[config.mk]
export PLATFORM = sky130hd
export DESIGN_NAME = sdm_cic_dec
export DESIGN_NICKNAME = d
export VERILOG_FILES = /design/src/rtl/sdm_cic_dec.sv
export SDC_FILE = /design/constraint.sdc
export NUM_CORES = 1
export LEC_CHECK = 0
export ABC_CLOCK_PERIOD_IN_PS = 9900
export CORE_MARGIN = 1.5
export CORE_UTILIZATION = 55
export DETAILED_ROUTE_END_ITERATION = 16
export GPL_ROUTABILITY_DRIVEN = 0
export PLACE_DENSITY = 0.73
export SLEW_MARGIN = 40
export SYNTH_ARGS = -nofsm -noshare
export SYNTH_HDL_FRONTEND = slang
export SYNTH_SLANG_ARGS = --single-unit
[constraint.sdc]
create_clock -name clk -period 9.9 [get_ports clk]
set_input_delay 2.475 -clock clk [delete_from_list [all_inputs] [get_ports clk]]
set_output_delay 2.475 -clock clk [all_outputs]
set_load 0.01 [all_outputs]
[src/rtl/sdm_cic_dec.sv]
// sdm_cic_dec: 1-bit sigma-delta to PCM decimator built on a third-order CIC
// (sinc3, differential delay 1, decimation R = 2^OSR_LOG2) with a 2-stage
// post-decimation pipeline, output shift/saturation and a valid/ready holding
// register with newest-wins overwrite.
// Optional feature macro: SDM_DEC_OVERRUN_EN enables the sticky overrun flag;
// when undefined, overrun is tied to 0.
module sdm_cic_dec #(
  parameter int unsigned DOUT_W   = 16,
  parameter int unsigned OSR_LOG2 = 6
) (
  input  logic                     clk,
  input  logic                     rst,
  input  logic                     din,
  input  logic                     din_valid,
  output logic signed [DOUT_W-1:0] dout,
  output logic                     dout_valid,
  input  logic                     dout_ready,
  output logic                     overrun
);

  localparam int unsigned W = 3 * OSR_LOG2 + 2;
  localparam int unsigned S = 3 * OSR_LOG2 - (DOUT_W - 1);

  localparam logic signed [W-1:0] SAT_MAX = {{(W-DOUT_W+1){1'b0}}, {(DOUT_W-1){1'b1}}};
  localparam logic signed [W-1:0] SAT_MIN = {{(W-DOUT_W+1){1'b1}}, {(DOUT_W-1){1'b0}}};

  logic signed [W-1:0]        r_int1, r_int2, r_int3;
  logic        [OSR_LOG2-1:0] r_cnt;
  logic signed [W-1:0]        r_cap;
  logic                       r_evt1;
  logic signed [W-1:0]        r_d1, r_d2, r_d3;
  logic signed [W-1:0]        r_comb;
  logic                       r_evt2;
  logic        [1:0]          r_tcnt;
  logic signed [DOUT_W-1:0]   r_dout;
  logic                       r_dout_valid;

  logic signed [W-1:0]        w_x;
  logic signed [W-1:0]        w_int1, w_int2, w_int3;
  logic                       w_dec;
  logic signed [W-1:0]        w_c1, w_c2, w_c3;
  logic signed [W-1:0]        w_shift;
  logic signed [DOUT_W-1:0]   w_sat;

  // Bit mapping (+1 / -1) and the updated integrator cascade for this edge
  always_comb begin
    w_x    = din ? {{(W-1){1'b0}}, 1'b1} : {W{1'b1}};
    w_int1 = r_int1 + w_x;
    w_int2 = r_int2 + w_int1;
    w_int3 = r_int3 + w_int2;
    w_dec  = din_valid && (r_cnt == {OSR_LOG2{1'b1}});
  end

  // Comb cascade, output scaling and saturation
  always_comb begin
    w_c1    = r_cap - r_d1;
    w_c2    = w_c1 - r_d2;
    w_c3    = w_c2 - r_d3;
    w_shift = r_comb >>> S;
    w_sat   = DOUT_W'(w_shift);
    if (w_shift > SAT_MAX) begin
      w_sat = SAT_MAX[DOUT_W-1:0];
    end else if (w_shift < SAT_MIN) begin
      w_sat = SAT_MIN[DOUT_W-1:0];
    end
  end

  // Integrators and decimation counter advance only on accepted bits
  always_ff @(posedge clk) begin
    if (rst) begin
      r_int1 <= '0;
      r_int2 <= '0;
      r_int3 <= '0;
      r_cnt  <= '0;
    end else if (din_valid) begin
      r_int1 <= w_int1;
      r_int2 <= w_int2;
      r_int3 <= w_int3;
      r_cnt  <= r_cnt + OSR_LOG2'(1);
    end
  end

  // Decimation event: capture the last integrator's updated value
  always_ff @(posedge clk) begin
    if (rst) begin
      r_cap  <= '0;
      r_evt1 <= 1'b0;
    end else begin
      r_evt1 <= w_dec;
      if (w_dec) begin
        r_cap <= w_int3;
      end
    end
  end

  // Comb stage plus suppression of the first three (transient) events
  always_ff @(posedge clk) begin
    if (rst) begin
      r_d1   <= '0;
      r_d2   <= '0;
      r_d3   <= '0;
      r_comb <= '0;
      r_tcnt <= '0;
      r_evt2 <= 1'b0;
    end else begin
      r_evt2 <= r_evt1 && (r_tcnt == 2'd3);
      if (r_evt1) begin
        r_d1   <= r_cap;
        r_d2   <= w_c1;
        r_d3   <= w_c2;
        r_comb <= w_c3;
        if (r_tcnt != 2'd3) begin
          r_tcnt <= r_tcnt + 2'd1;
        end
      end
    end
  end

  // Output holding register: new sample always wins, transfer clears valid
  always_ff @(posedge clk) begin
    if (rst) begin
      r_dout       <= '0;
      r_dout_valid <= 1'b0;
    end else if (r_evt2) begin
      r_dout       <= w_sat;
      r_dout_valid <= 1'b1;
    end else if (r_dout_valid && dout_ready) begin
      r_dout_valid <= 1'b0;
    end
  end

  assign dout       = r_dout;
  assign dout_valid = r_dout_valid;

`ifdef SDM_DEC_OVERRUN_EN
  logic r_overrun;

  // Sticky flag: a pending, unaccepted sample was overwritten
  always_ff @(posedge clk) begin
    if (rst) begin
      r_overrun <= 1'b0;
    end else if (r_evt2 && r_dout_valid && !dout_ready) begin
      r_overrun <= 1'b1;
    end
  end

  assign overrun = r_overrun;
`else
  assign overrun = 1'b0;
`endif

endmodule

## Word level (Yosys, flattened, before mapping)

Index checks and enable logic that the tools add are counted.

| word-level totals | value |
|---|---|
| bits of input ports | 5 |
| output and inout port bits | 18 |
| word-level logic and storage cells | 37 |
| register bits after elaboration | 187 |

| cells by class | value |
|---|---|
| reduce and logical (&&, ||, !) cells | 5 |
| equal/unequal tests | 3 |
| $lt $le $gt $ge | 2 |
| muxes and demuxes | 5 |
| $add $sub $neg | 8 |

Operators by type and width:

| kind | number |
|---|---|
| $add 20x20->20 | 3 |
| $sub 20x20->20 | 3 |
| $mux 16 | 2 |
| $mux 20 | 1 |
| $gt 17x16->1 const B | 1 |
| $lt 17x16->1 const B | 1 |
| $add 6x1->6 const B | 1 |
| $eq 6x6->1 const B | 1 |
| $logic_and 1x1->1 | 3 |
| $add 2x1->2 const B | 1 |
| $eq 2x2->1 const B | 1 |
| $mux 1 | 2 |
| $ne 2x2->1 const B | 1 |
| $reduce_and 2->1 | 1 |
| $reduce_bool 2->1 | 1 |

## Longest topological paths before layout

| depth | value |
|---|---|
| word-level depth | 4 |
| gate-level depth with buffers | 28 |
| depth with buffers taken out | 28 |

## Worst setup path before layout

Ideal clock, no wire load.

| path | value |
|---|---|
| path type | input port to flip-flop |
| start point | input din |
| end point | register r_int3[19] |
| slack | 1.984 ns |
| setup time | 0.122 ns |
| data required time | 9.778 ns |
| path buffers | 0 |
| data arrival time | 7.794 ns |
| cell stages on the path | 25 |
| cell sequence | inv_1 ha_1 nor2b_1 o21ai_1 a21boi_1 o31a_1 o21a_1 nor2_1 xnor2_1 ha_1 or4_1 o21a_1 o211ai_1 and3_1 nor2_1 ha_1 a21o_1 a221oi_1 o21ai_1 o21a_1 o41ai_4 nor2_1 a211o_1 and3b_1 a311o_1 |

| on the way | value |
|---|---|
| word-level cells in the longest chain between the ends | 4 |

Ends and longest elaborated chain:

| element | RTL line | RTL |
|---|---|---|
| from (decl) | 13 | `input logic din,` |
| $mux 20 | 47 | `w_x = din ? {{(W-1){1'b0}}, 1'b1} : {W{1'b1}};` |
| $add 20x20->20 | 48 | `w_int1 = r_int1 + w_x;` |
| net w_int1[8] | 39 | `logic signed [W-1:0] w_int1, w_int2, w_int3;` |
| $add 20x20->20 | 49 | `w_int2 = r_int2 + w_int1;` |
| net w_int2[12] | 39 |  |
| $add 20x20->20 | 50 | `w_int3 = r_int3 + w_int2;` |
| to (signal assigned) | 78 | `r_int3 <= w_int3;` |
| to (decl) | 27 | `logic signed [W-1:0] r_int1, r_int2, r_int3;` |

The timed path passes the listed nets, and every way through them passes these cells.
A chain may end at the register's enable or synchronous reset.

## Worst setup path after layout

Same ends and word-level chain as after synthesis.

==> results.md <==
* Post-synthesis mux area share at 0.0839
* Worst-case reg-to-reg path depth at 25
* Post-Synth Simple-Gate Area at 0.172
* Pwr dens at 240 mW/mm^2
* Internal power at 1.86 mW
* Vias per cell at 5.64
* R2R Setup Slk at 3.77 ns
* Clk sink count at 184
* Crit path DAT at 8.77 ns
* Reg clk slew, reported paths at 0.07 ns
* Part of the power in registers at 0.275
* Final setup TNS at 0 ns
* Hold Buf Count CTS at 0
* Fmax at 118 MHz
* Max_cap viols at 0
* Synth Area in Compound Gates at 0.189
* CTS root buf: clkbuf_16
* Fraction of layout cells with a size suffix above 1 at 0.0375
* Crit path to: r_int3[19]
* Status: finished, final reports clean
* Static Leak at 5.33 nW
* # resized after CTS at 0
* I/O Pins at 23
* Flip-flop and latch count after synthesis at 184
* Slew @ Worst Pin at 0.743 ns
* Worst Setup SP: din
* Max Buffers Root-to-Sink at 2
* CP max stage cell: clkdlybuf4s50_1
* Setup violators final at 0
* Net Switching at 1.28 mW
* Crit path max fanout at 8
* Hold_ws at 0.457 ns
* Worst skew pair latency at 0.43 ns
* Syn_area_per_cell at 8.23 sq um
* Max-slew headroom at 0.504
* CTS H-tree lvls at 4
* Final nets at 1581
* Post-synth top flop: dfxtp_1
* Ant diodes at 0
* RSZ-0062 raised after global routing: false
* Final core utilization at 0.603
* CTS tree: yes
* PortBufs at 21
* Worst setup SP type: input pin
* Post-Synth XOR/XNOR Area at 0.0710
* Design Power at 3.14 mW
* Combinational power share at 0.501
* Sequential area share after synthesis at 0.305
* Clock network power share at 0.224
* Synthesized cell area at 0.0121 sq mm
* Aggregate routed wire length at 25500 microns
* Gate count of the mapped netlist at 1467
* Remaining Overflow, GRT at 0
* Rows at 54
* Place WS at 1.08 ns
* RR Endpoint: r_int3[19]
* Total Routing Usage GR at 0.234
* DRT Pass-1 Iters at 5
* CTS buffer count at 17
* Most common cell after layout, fill and taps aside: nor2_1
* Via count at 9856
* Minimum clock period at 8.44 ns
* Slew Viols, Final at 0
* Initial antenna violation count at 0
* Pin count of the biggest net entering global routing at 80
* Maximum VDD drop at 0.182 mV
* Crit-path max cell delay at 0.55 ns
* DP HPWL at 18400 microns
* Hold violation total from the final report at 0
* Sw Share at 0.408
* Initial DRC count at 429
* Largest family of logic cells by synthesized area: compound AO/OA/AOI/OAI gates
* Setup CP Type: in2reg
* Yosys cell types at 72
* Antenna-violating nets left at 0
* Hold depth at 2
* Core Region at 0.0217 sq mm
* Die height at 151 microns
* Mapped Nets at 1593
* Post-synthesis adder-cell area fraction at 0.129
* Full die area at 0.0228 sq mm
* Skew final at 0.0116 ns
* Yosys warning count at 0
* Req. time, crit path at 10.22 ns
* Layout area overhead at 8.30%
* Setup ws final at 1.46 ns
* Most frequent cells in the layout: 206 x nor2_1, 182 x dfxtp_1, 116 x ha_1, 101 x nand2_1
* Ys async rst share at 0
* Vias in the first global route at 9179
* Filler Cells Inserted at 1903
* Worst Hold Class: reg2reg
* First-pass GRT wire length at 43200 microns
* Die Width at 151 microns
* Postcts setup bufs at 0
* EDFF count, synth at 0
* RR Startpoint: r_int1[0]
* Initial Util at 0.557
* Remaining DRCs at 0
* Endpoint class of the critical path: register
* Final period util at 0.853
* WL/cell at 14.6 microns
==> power by group through the flow <==
stage	combinational [mW]	sequential (mW)	clock, mW
final	1.57	0.865	0.703
after global routing	1.76	0.872	0.746
after CTS	1.57	0.864	0.717
after detailed placement	1.55	0.881	0
after global placement	1.54	0.879	0
after floorplan	1.26	0.866	0
==> synth_stat cells (5+ instances only) <==
library cell    n  share of area
a211oi_1       18          0.011
a21boi_1        5         0.0031
a21o_1         29          0.018
a21oi_1        98          0.041
a311oi_1       15          0.011
a31o_1          6         0.0044
a31oi_1        10         0.0052
and2_1          5         0.0026
and3_1         18         0.0093
buf_1          16         0.0050
clkbuf_1       42          0.013
dfxtp_1       184           0.31
fa_1            5         0.0083
ha_1          116           0.12
inv_1         101          0.031
mux2i_1       100          0.083
nand2_1       101          0.031
nand2b_1        5         0.0026
nand3_1        35          0.015
nand3b_1        5         0.0031
nor2_1        206          0.064
nor2b_1        15         0.0078
nor3_1         30          0.012
nor4_1          7         0.0036
o21a_1         24          0.015
o21ai_0        48          0.020
o21ai_1        18         0.0075
o21bai_1       15         0.0093
o31ai_1         8         0.0050
or3_1          14         0.0073
xnor2_1        66          0.048
xor2_1         30          0.022
==> logic make-up (layout without fill, tap and decap cells) <==
group,Yosys count,in the layout
AND/OR/NAND/NOR,461,461
AO/OA/AOI/OAI,342,342
flip-flops,184,184
buffers and inverters,160,161
adder cells (fa/ha/maj),121,121
multiplexers,101,101
XOR/XNOR,97,97
other,1,1
==> area by class of cell <==
cell class | instances | area, sq um | share of cell area
Clock buffer | 19 | 443 | 0.0339
Sequential cell | 184 | 3690 | 0.282
Tap cell | 280 | 350 | 0.0268
Timing Repair Buffer | 28 | 265 | 0.0203
Clock inverter | 13 | 164 | 0.0125
Inverter | 101 | 379 | 0.0290
Multi-Input combinational cell | 1123 | 7780 | 0.595
==> per-layer routing <==
layer | part of all wire | global-route usage | vias to the layer above
met4 | 0.020 | 0.0777 | 0
li1 | - | - | 5137
met1 | 0.46 | 0.284 | 4574
met5 | 0 | 0 | -
met2 | 0.50 | 0.422 | 114
met3 | 0.022 | 0.0316 | 31
==> metrics by stage <==
stage / cell area (sq um) / std cells
after detailed placement: 12500 / 1716
after global routing: 13100 / 1748
after floorplan: 12100 / 1467
after CTS: 13100 / 1748
final: 13100 / 1748
after global placement: 12500 / 1716
==> flip-flops by register name (all words and copies together), names as in the netlist <==
name        flops
r_cap          20
r_d1           20
r_d2           20
r_d3           20
r_int1         20
r_int2         20
r_int3         20
r_comb         17
dout           16
r_cnt           6
r_tcnt          2
dout_valid      1
r_evt1          1
r_evt2          1
==> how the worst min path moves through the flow <==
stage | startpoint | endpoint | slack, ns
final | r_d2[14] | r_d2[14] | 0.46
after global routing | r_d2[14] | r_d2[14] | 0.48
after CTS | r_d2[14] | r_d2[14] | 0.46
after detailed placement | r_d2[14] | r_d2[14] | 0.45
after global placement | r_d2[14] | r_d2[14] | 0.44
after floorplan | r_d2[14] | r_d2[14] | 0.44
==> critical path, delay by kind of cell <==
family	cells	cell delay [ns]
adder cells (fa/ha/maj)	3	0.98
buffers and inverters	2	0.75
AO/OA/AOI/OAI	13	3.13
XOR/XNOR	1	0.10
AND/OR/NAND/NOR	7	1.33
No activity file was read; power rests on OpenSTA's default activity.
